### src/rtl/multicycle_control_if.sv
// Control bundle between the multicycle control FSM and the shared datapath.
// The master side is the control unit; the slave side is the datapath/memory.
interface multicycle_control_if;
    logic [6:0] opcode;
    logic [2:0] funct3;
    logic       funct7_5;
    logic       alu_bcond;
    logic       mem_ready;

    logic       pc_write;
    logic       pc_source;
    logic       i_or_d;
    logic       mem_read;
    logic       mem_write;
    logic       ir_write;
    logic       reg_write;
    logic       wb_src;
    logic       alu_src_a;
    logic [1:0] alu_src_b;
    logic [3:0] alu_op;
    logic       is_halted;
    logic [2:0] state;

    modport master (
        input  opcode, funct3, funct7_5, alu_bcond, mem_ready,
        output pc_write, pc_source, i_or_d, mem_read, mem_write, ir_write,
               reg_write, wb_src, alu_src_a, alu_src_b, alu_op, is_halted, state
    );

    modport slave (
        output opcode, funct3, funct7_5, alu_bcond, mem_ready,
        input  pc_write, pc_source, i_or_d, mem_read, mem_write, ir_write,
               reg_write, wb_src, alu_src_a, alu_src_b, alu_op, is_halted, state
    );
endinterface

### src/rtl/multicycle_control.sv
// Multicycle RV32I control FSM: decodes the latched IR fields and current
// state into ALU selects and datapath/memory enables, with a sticky halt.
module multicycle_control (
    input  logic                 clk,
    input  logic                 reset,
    multicycle_control_if.master bus
);
    typedef enum logic [2:0] {
        S_IF    = 3'd0,
        S_ID    = 3'd1,
        S_EX    = 3'd2,
        S_MEM   = 3'd3,
        S_WB    = 3'd4,
        S_BR_NT = 3'd5,
        S_HALT  = 3'd6
    } state_e;

    localparam logic [6:0] OPC_R      = 7'b0110011;
    localparam logic [6:0] OPC_I      = 7'b0010011;
    localparam logic [6:0] OPC_LOAD   = 7'b0000011;
    localparam logic [6:0] OPC_STORE  = 7'b0100011;
    localparam logic [6:0] OPC_BRANCH = 7'b1100011;
    localparam logic [6:0] OPC_JAL    = 7'b1101111;
    localparam logic [6:0] OPC_JALR   = 7'b1100111;
    localparam logic [6:0] OPC_ECALL  = 7'b1110011;

    localparam logic [3:0] OP_ADD = 4'd0;
    localparam logic [3:0] OP_SUB = 4'd1;
    localparam logic [3:0] OP_SLL = 4'd2;
    localparam logic [3:0] OP_XOR = 4'd3;
    localparam logic [3:0] OP_SRL = 4'd4;
    localparam logic [3:0] OP_OR  = 4'd5;
    localparam logic [3:0] OP_AND = 4'd6;
    localparam logic [3:0] OP_BEQ = 4'd7;
    localparam logic [3:0] OP_BNE = 4'd8;
    localparam logic [3:0] OP_BLT = 4'd9;
    localparam logic [3:0] OP_BGE = 4'd10;

    state_e     state_q, state_d;
    logic       halted_q, halted_d;
    logic       is_r, is_i, is_load, is_store, is_branch, is_jal, is_jalr, known;
    logic [3:0] arith_op, branch_op;
    logic       branch_ok;

    assign is_r      = (bus.opcode == OPC_R);
    assign is_i      = (bus.opcode == OPC_I);
    assign is_load   = (bus.opcode == OPC_LOAD);
    assign is_store  = (bus.opcode == OPC_STORE);
    assign is_branch = (bus.opcode == OPC_BRANCH);
    assign is_jal    = (bus.opcode == OPC_JAL);
    assign is_jalr   = (bus.opcode == OPC_JALR);
    assign known     = is_r | is_i | is_load | is_store | is_branch | is_jal | is_jalr;

    always_comb begin
        case (bus.funct3)
            3'b000:  arith_op = (is_r && bus.funct7_5) ? OP_SUB : OP_ADD;
            3'b001:  arith_op = OP_SLL;
            3'b100:  arith_op = OP_XOR;
            3'b101:  arith_op = OP_SRL;
            3'b110:  arith_op = OP_OR;
            3'b111:  arith_op = OP_AND;
            default: arith_op = OP_ADD;
        endcase
    end

    always_comb begin
        branch_ok = 1'b1;
        case (bus.funct3)
            3'b000:  branch_op = OP_BEQ;
            3'b001:  branch_op = OP_BNE;
            3'b100:  branch_op = OP_BLT;
            3'b101:  branch_op = OP_BGE;
            default: begin
                branch_op = OP_ADD;
                branch_ok = 1'b0;
            end
        endcase
    end

    always_ff @(posedge clk) begin
        if (!reset) begin
            state_q  <= S_IF;
            halted_q <= 1'b0;
        end else begin
            state_q  <= state_d;
            halted_q <= halted_d;
        end
    end

    // Outputs decode state plus same-cycle mem_ready/alu_bcond, so they stay
    // combinational; reset low masks every output for the whole cycle.
    always_comb begin
        state_d       = state_q;
        halted_d      = halted_q;
        bus.pc_write  = 1'b0;
        bus.pc_source = 1'b0;
        bus.i_or_d    = 1'b0;
        bus.mem_read  = 1'b0;
        bus.mem_write = 1'b0;
        bus.ir_write  = 1'b0;
        bus.reg_write = 1'b0;
        bus.wb_src    = 1'b0;
        bus.alu_src_a = 1'b0;
        bus.alu_src_b = 2'd0;
        bus.alu_op    = OP_ADD;
        case (state_q)
            S_IF: begin
                bus.mem_read = 1'b1;
                bus.ir_write = bus.mem_ready;
                if (bus.mem_ready) state_d = S_ID;
            end
            S_ID: begin
                bus.alu_src_b = is_branch ? 2'd2 : 2'd1;
                if (bus.opcode == OPC_ECALL) begin
                    state_d  = S_HALT;
                    halted_d = 1'b1;
                end else if (!known) begin
                    state_d = S_BR_NT;
                end else begin
                    state_d = S_EX;
                end
            end
            S_EX: begin
                if (is_r || is_i) begin
                    bus.alu_src_a = 1'b1;
                    bus.alu_src_b = is_r ? 2'd0 : 2'd2;
                    bus.alu_op    = arith_op;
                    state_d       = S_WB;
                end else if (is_load || is_store) begin
                    bus.alu_src_a = 1'b1;
                    bus.alu_src_b = 2'd2;
                    state_d       = S_MEM;
                end else if (is_branch) begin
                    bus.alu_src_a = 1'b1;
                    bus.alu_op    = branch_op;
                    if (branch_ok && bus.alu_bcond) begin
                        bus.pc_write  = 1'b1;
                        bus.pc_source = 1'b1;
                        state_d       = S_IF;
                    end else begin
                        state_d = S_BR_NT;
                    end
                end else if (is_jal || is_jalr) begin
                    bus.alu_src_a = is_jalr;
                    bus.alu_src_b = 2'd2;
                    bus.pc_write  = 1'b1;
                    bus.reg_write = 1'b1;
                    state_d       = S_IF;
                end else begin
                    state_d = S_BR_NT;
                end
            end
            S_MEM: begin
                bus.i_or_d    = 1'b1;
                bus.mem_read  = is_load;
                bus.mem_write = is_store;
                bus.alu_src_b = is_store ? 2'd1 : 2'd0;
                if (bus.mem_ready) begin
                    if (is_load) begin
                        state_d = S_WB;
                    end else begin
                        bus.pc_write = 1'b1;
                        state_d      = S_IF;
                    end
                end
            end
            S_WB: begin
                bus.reg_write = 1'b1;
                bus.wb_src    = is_load;
                bus.alu_src_b = 2'd1;
                bus.pc_write  = 1'b1;
                state_d       = S_IF;
            end
            S_BR_NT: begin
                bus.alu_src_b = 2'd1;
                bus.pc_write  = 1'b1;
                state_d       = S_IF;
            end
            S_HALT: begin
                state_d = S_HALT;
            end
            default: begin
                state_d = S_IF;
            end
        endcase
        bus.is_halted = halted_q;
        bus.state     = state_q;
        if (!reset) begin
            bus.pc_write  = 1'b0;
            bus.pc_source = 1'b0;
            bus.i_or_d    = 1'b0;
            bus.mem_read  = 1'b0;
            bus.mem_write = 1'b0;
            bus.ir_write  = 1'b0;
            bus.reg_write = 1'b0;
            bus.wb_src    = 1'b0;
            bus.alu_src_a = 1'b0;
            bus.alu_src_b = 2'd0;
            bus.alu_op    = 4'd0;
            bus.is_halted = 1'b0;
            bus.state     = 3'd0;
        end
    end
endmodule
### src/flat_wrapper.sv
// flat-port wrapper written by rule: the top's interface ports become plain ports
module multicycle_control_flat 
  (clk, reset, bus_opcode, bus_funct3, bus_funct7_5, bus_alu_bcond, bus_mem_ready, bus_pc_write, bus_pc_source, bus_i_or_d, bus_mem_read, bus_mem_write, bus_ir_write, bus_reg_write, bus_wb_src, bus_alu_src_a, bus_alu_src_b, bus_alu_op, bus_is_halted, bus_state);
  multicycle_control_if bus_i ();
  input  logic clk;
  input  logic reset;
  input wire logic [$bits(bus_i.opcode)-1:0] bus_opcode;
  input wire logic [$bits(bus_i.funct3)-1:0] bus_funct3;
  input wire logic [$bits(bus_i.funct7_5)-1:0] bus_funct7_5;
  input wire logic [$bits(bus_i.alu_bcond)-1:0] bus_alu_bcond;
  input wire logic [$bits(bus_i.mem_ready)-1:0] bus_mem_ready;
  output wire logic [$bits(bus_i.pc_write)-1:0] bus_pc_write;
  output wire logic [$bits(bus_i.pc_source)-1:0] bus_pc_source;
  output wire logic [$bits(bus_i.i_or_d)-1:0] bus_i_or_d;
  output wire logic [$bits(bus_i.mem_read)-1:0] bus_mem_read;
  output wire logic [$bits(bus_i.mem_write)-1:0] bus_mem_write;
  output wire logic [$bits(bus_i.ir_write)-1:0] bus_ir_write;
  output wire logic [$bits(bus_i.reg_write)-1:0] bus_reg_write;
  output wire logic [$bits(bus_i.wb_src)-1:0] bus_wb_src;
  output wire logic [$bits(bus_i.alu_src_a)-1:0] bus_alu_src_a;
  output wire logic [$bits(bus_i.alu_src_b)-1:0] bus_alu_src_b;
  output wire logic [$bits(bus_i.alu_op)-1:0] bus_alu_op;
  output wire logic [$bits(bus_i.is_halted)-1:0] bus_is_halted;
  output wire logic [$bits(bus_i.state)-1:0] bus_state;
  assign bus_i.opcode = bus_opcode;
  assign bus_i.funct3 = bus_funct3;
  assign bus_i.funct7_5 = bus_funct7_5;
  assign bus_i.alu_bcond = bus_alu_bcond;
  assign bus_i.mem_ready = bus_mem_ready;
  assign bus_pc_write = bus_i.pc_write;
  assign bus_pc_source = bus_i.pc_source;
  assign bus_i_or_d = bus_i.i_or_d;
  assign bus_mem_read = bus_i.mem_read;
  assign bus_mem_write = bus_i.mem_write;
  assign bus_ir_write = bus_i.ir_write;
  assign bus_reg_write = bus_i.reg_write;
  assign bus_wb_src = bus_i.wb_src;
  assign bus_alu_src_a = bus_i.alu_src_a;
  assign bus_alu_src_b = bus_i.alu_src_b;
  assign bus_alu_op = bus_i.alu_op;
  assign bus_is_halted = bus_i.is_halted;
  assign bus_state = bus_i.state;
  multicycle_control u_core (.clk(clk), .reset(reset), .bus(bus_i));
endmodule
### config.mk
export PLATFORM = sky130hd
export DESIGN_NAME = multicycle_control_flat
export DESIGN_NICKNAME = d
export VERILOG_FILES = /design/src/rtl/multicycle_control_if.sv /design/src/rtl/multicycle_control.sv /design/src/flat_wrapper.sv
export SDC_FILE = /design/constraint.sdc
export NUM_CORES = 1
export LEC_CHECK = 0
export BUFFER_PORTS_ARGS = -buffer_cell sky130_fd_sc_hd__buf_4
export CORE_MARGIN = 1.5
export CORE_UTILIZATION = 45
export CTS_BUF_LIST = sky130_fd_sc_hd__clkbuf_4 sky130_fd_sc_hd__clkbuf_8 sky130_fd_sc_hd__clkbuf_16
export DETAILED_ROUTE_END_ITERATION = 12
export PLACE_DENSITY_LB_ADDON = 0.3
export RECOVER_POWER = 50
export SYNTH_ARGS = -nofsm -noshare
export SYNTH_HDL_FRONTEND = slang
export SYNTH_SLANG_ARGS = --single-unit
### constraint.sdc
create_clock -name clk -period 2.2 [get_ports clk]
set_input_delay 0.44 -clock clk [delete_from_list [all_inputs] [get_ports clk]]
set_output_delay 0.44 -clock clk [all_outputs]
set_load 0.03 [all_outputs]
==> Word-level counts from Yosys, hierarchy flattened <==
Index checks and enable logic that the tools add are counted.
{ "totals": {"wordCells": 106, "rom_bits": 0, "inputBits": 15, "ramBits": 0, "n_memories": 0, "reg_bits": 4, "output_inout_bits": 19, "latchBits": 0} }
{ "op_classes": {"muxes": 66, "eq_ne": 21, "order_cmp": 0, "mul": 0, "bitwise_logic": 6, "shifts": 0, "add_sub_neg": 0, "div_mod_pow": 0, "reduce_logical": 11} }
{ "op_table": {"columns": ["cell", "n"], "rows": [
  ["two-way mux 1 bit", 36],
  ["two-way mux 3 bit", 11],
  ["equality test 7 bit, second input constant", 4],
  ["case mux 4 bit (6 select lines)", 1],
  ["equality test 3 bit, second input constant", 7],
  ["two-way mux 4 bit", 5],
  ["case mux 4 bit (4 select lines)", 1],
  ["case mux 3 bit (5 select lines)", 1],
  ["equality test 7 x 6 -> 1 bit, second input constant", 2],
  ["two-way mux 2 bit", 7],
  ["case mux 2 bit (4 select lines)", 1],
  ["equality test 7 x 2 -> 1 bit, second input constant", 1],
  ["equality test 7 x 5 -> 1 bit, second input constant", 1],
  ["equality test 3 x 1 -> 1 bit, second input constant", 2],
  ["equality test 3 x 2 -> 1 bit, second input constant", 2],
  ["zero test 3 bit", 2],
  ["bitwise OR 1 bit", 6],
  ["!= test 2 bit, second input constant", 2],
  ["case mux 1 bit (2 select lines)", 2],
  ["AND reduction 2 bit", 2],
  ["OR reduction 4 bit", 1],
  ["logical OR 1 bit", 3],
  ["case mux 1 bit (3 select lines)", 1],
  ["logical AND 1 bit", 2],
  ["OR reduction 2 bit", 1]
]} }

==> Longest topological paths before layout <==
{ "logic_depth": {"depth_word": 10, "mapped_depth": 6, "mapped_depth_nobuf": 4} }

==> Least setup slack after synthesis <==
OpenSTA, ideal clock, no wires.
{ "synth_path": {"path_type": "input-to-output", "start": "input port bus_opcode[2]", "end": "output port bus_wb_src", "slack_ns": -0.462, "t_required_ns": 1.760, "path_stages": 5, "path_buffers": 2, "arrival_time_ns": 2.222, "path_cell_list": "nand4bb_1 > buf_2 > or3_1 > buf_2 > nor4b_1"} }
{ "synth_between": {"elab_chain_len": 3} }
{ "synth_lines": {"columns": ["element", "line_no", "text"], "rows": [
  ["from (decl)", "flat_wrapper.sv:7", "input wire logic [$bits(bus_i.opcode)-1:0] bus_opcode;"],
  ["equality test 7 x 2 -> 1 bit", "multicycle_control.sv:47", "assign is_load = (bus.opcode == OPC_LOAD);"],
  ["two-way mux 1 bit", "multicycle_control.sv:106", "case (state_q)"],
  ["two-way mux 1 bit", "multicycle_control.sv:188", "if (!reset) begin"],
  ["to (decl)", "flat_wrapper.sv:19", "output wire logic [$bits(bus_i.wb_src)-1:0] bus_wb_src;"]
]} }
Every way passes these cells.

==> Final worst setup path <==
{ "layout_path": {"start": "input port bus_opcode[2]", "end": "output port bus_pc_write"} }
{ "layout_between": {"elab_chain_len": 8, "elab_cells_between_ends": 18, "cone_classes": "eq/ne: 7; mux: 8; reduce/logical: 3"} }
{ "layout_lines": {"columns": ["element", "line_no", "text"], "rows": [
  ["equality test 7 bit, on equally long branches", "multicycle_control.sv:50, multicycle_control.sv:51", null],
  ["logical OR 1 bit", "multicycle_control.sv:143", "end else if (is_jal || is_jalr) begin"],
  ["two-way mux 1 bit", "multicycle_control.sv:143", null],
  ["two-way mux 1 bit", "multicycle_control.sv:133", "end else if (is_branch) begin"],
  ["two-way mux 1 bit", "multicycle_control.sv:129", "end else if (is_load || is_store) begin"],
  ["two-way mux 1 bit", "multicycle_control.sv:124", "if (is_r || is_i) begin"],
  ["case mux 1 bit (3 select lines) *", "multicycle_control.sv:106", null],
  ["two-way mux 1 bit *", "multicycle_control.sv:188", null],
  ["to (decl)", "flat_wrapper.sv:12", "output wire logic [$bits(bus_i.pc_write)-1:0] bus_pc_write;"]
]} }
Mark *: on every way between the ends. The rest lies on a longest branch, timed or not.

==> impl_metrics.ini <==
[status]
status = completed

[place]
place_inst = 162
dp_slack_ns = -0.1065
place_hpwl_mm = 1.751
port_buffers = 33
place_area_um2 = 1081
place.gp.congestion = 0.8696

[sta]
tightest_slew_ns = 0.4432
finalMaxSlewViolations = 0
finalCritPeriodShare = 0.9965
slew_headroom = 0.7039
report.final.hold_viol_count = 0
min_period_ns = 2.192
setup_viol = 0
rsz0062_at_grt = true
setup_ws_ns = 0.007593
fmax_mhz = 456.1
skew_ns = 0.007174

[setup_path]
crit_buf_inv = 2
crit_type = input port to primary output
crit_chain = buf_6 -> nand4bb_4 -> or3_4 -> o211a_1 -> o31a_1 -> buf_6
crit_family = simple AND/OR/NAND/NOR gates
required_ns = 1.76
critical_path.max_stage_delay_ns = 0.37
end_kind = primary output
cp_slowest_cell = or3_4
reg2reg_slack_ns = 0.43
timing.critical_path.mode_cell = buf_6
worstPathMaxFanout = 4
cp.arrival_ns = 1.75
startpoint_type = input port

[logic_synthesis]
async_flop_share = 0
synth.largest_area_cell = dfxtp_1
muxShareOfSynthArea = 0
synth_top_family_by_area = simple AND/OR/NAND/NOR gates
avgSynthCellArea_um2 = 6.522
synth.distinct_cells = 43
ys_top_cells_by_area = dfxtp_1, a21oi_1, nor3b_1
synth_edf_count = 0
synth_cells = 108
ys_ff_latch = 4
synth_fa_ha_area_frac = 0
synth_top_area_share = 0.1137
yosysSeqAreaShare = 0.1137
synth_compound_area_frac = 0.3055
synthFlopType = dfxtp_1
synth_xor_area_frac = 0.01243
synth.net_count = 123
synth-simple-area-share = 0.4991
yosys_warnings = 0
syn_area_um2 = 704.4

[power_and_ir_drop]
power.total_uw = 356.4
peakVddDrop_v = 0.0005156
p_leak_uw = 0.0004857
p_clk_frac = 0.247
p_seq_frac = 0.256
internal_power_uw = 222.1
power_frac_comb = 0.497
swShare = 0.3768
power.switching_uw = 134.3
power_density_nw_per_um2 = 303.0

[cells_and_area]
fin_cells = 165
postLayoutCellArea_um2 = 1176
drive_above_1_share = 0.4430
nets = 166
utilization = 0.7899
final_cell_mix = buf_4, a21oi_1, nor2_1
area_growth_pct = 66.96
n_antenna_cell = 0
final_common_cell = buf_4

[routing]
vias = 1001
drc = 0
ant_nets = 0
first_pass_iters = 4
wl_per_cell_um = 14.05
drtIter0Drc = 35
vias_per_cell = 6.067
wl_mm = 2.319

[die]
rows = 14
die_area_um2 = 1812
start_util = 0.4731
io-pin-count = 34
die_w_um = 42.57
coreArea_um2 = 1489
die_y_um = 42.57

[grt]
track_usage = 0.2668
overflow = 0
grt_antenna_before_repair = 0
grt_max_degree = 18
grt_pass1_vias = 817
grt_pass1_wl_mm = 3.815

[cts]
cts_setup_buffers = 0
path_clk_slew_ns = 0.04
clock_sinks = 4
cts-root-buf = clkbuf_4
cts_tree = built
cts.path.max_buffers = 2
clk_latency_ns = 0.23
htree_levels = 1
numCtsBuffers = 3

[run]
timing.max_cap.violations = 0

[worst_hold_path]
min_path_type = flop to flop
worst register-to-register path, delay by kind of cell (launching register included):
family          cells  cell delay [ns]
compound gates      3             0.57
buf+inv             1             0.17
flops               1             0.31
simple gates        1             0.66
metal layers:
layer / track usage / wire length, µm / up-vias
li1: - / - / 487
met1: 0.3922 / 957 / 466
met2: 0.4369 / 1201 / 48
met3: 0.01293 / 160 / 0
met4: 0.03750 / 0 / 0
met5: 0 / 0 / -
worst paths after layout:
kind	cells past startpoint	start	to
setup / recovery	6	bus_opcode[2]	bus_pc_write
hold / removal	2	u_core.halted_q	u_core.halted_q
setup reg to reg	5	u_core.state_q[2]	u_core.state_q[2]
hold reg to reg	2	u_core.halted_q	u_core.halted_q
logic make-up (layout without fill, tap and decap cells):
logic type | after synthesis | in the layout
buf+inv | 12 | 53
simple gates | 58 | 58
compound gates | 33 | 33
flops | 4 | 4
xor+xnor | 1 | 1
area by class of cell:
type	count	area, µm²
clock buffers	3	22.52
fillers	118	312.8
inverters	4	15.01
multi-input cells	92	665.6
flip-flops and latches	4	85.08
well taps	16	20.02
repair buffers	46	367.9
timing repair:
item | in CTS | in global routing
hold buffers | 0 | 0
endpoints found under the setup margin | 6 | 6
resized for setup | 11 | 7
pin swaps | 1 | 2
through the flow:
| step | hold WS (ns) | TNS [ns] |
|---|---|---|
| after global routing | 0.5079 | -0.03600 |
| after global placement | 0.4494 | -0.1399 |
| after detailed placement | 0.4661 | -0.2418 |
| final | 0.4797 | 0 |
| after floorplan | 0.4285 | -0.1219 |
| after CTS | 0.4747 | -0.006387 |
registers in the layout (all words and copies together) (netlist names):
register,cells
u_core.halted_q,1
u_core.state_q,3
cells in the mapped netlist (all sizes together) (2+ instances only):
| cell type | n |
|---|---|
| and2 | 5 |
| nor3b | 5 |
| o21ai | 5 |
| nor2 | 8 |
| nand3b | 2 |
| inv | 3 |
| and3 | 3 |
| nand3 | 2 |
| dfxtp | 4 |
| clkbuf | 6 |
| buf | 2 |
| or3 | 3 |
| nor3 | 5 |
| nand2b | 4 |
| o22ai | 2 |
| a21oi | 12 |
| a211o | 2 |
| nor2b | 4 |
| nand2 | 7 |
| o21a | 2 |
power groups by stage:
| stage | Combinational [µW] | Clock (µW) | Sequential (µW) |
|---|---|---|---|
| finish | 177 | 88.0 | 91.1 |
| global route | 190 | 98.7 | 91.9 |
| CTS | 174 | 89.6 | 90.1 |
| detailed placement | 165 | 0 | 91.2 |
| global placement | 161 | 0 | 90.1 |
| floorplan | 106 | 0 | 82.7 |
Power figures use the tool's default switching activity.
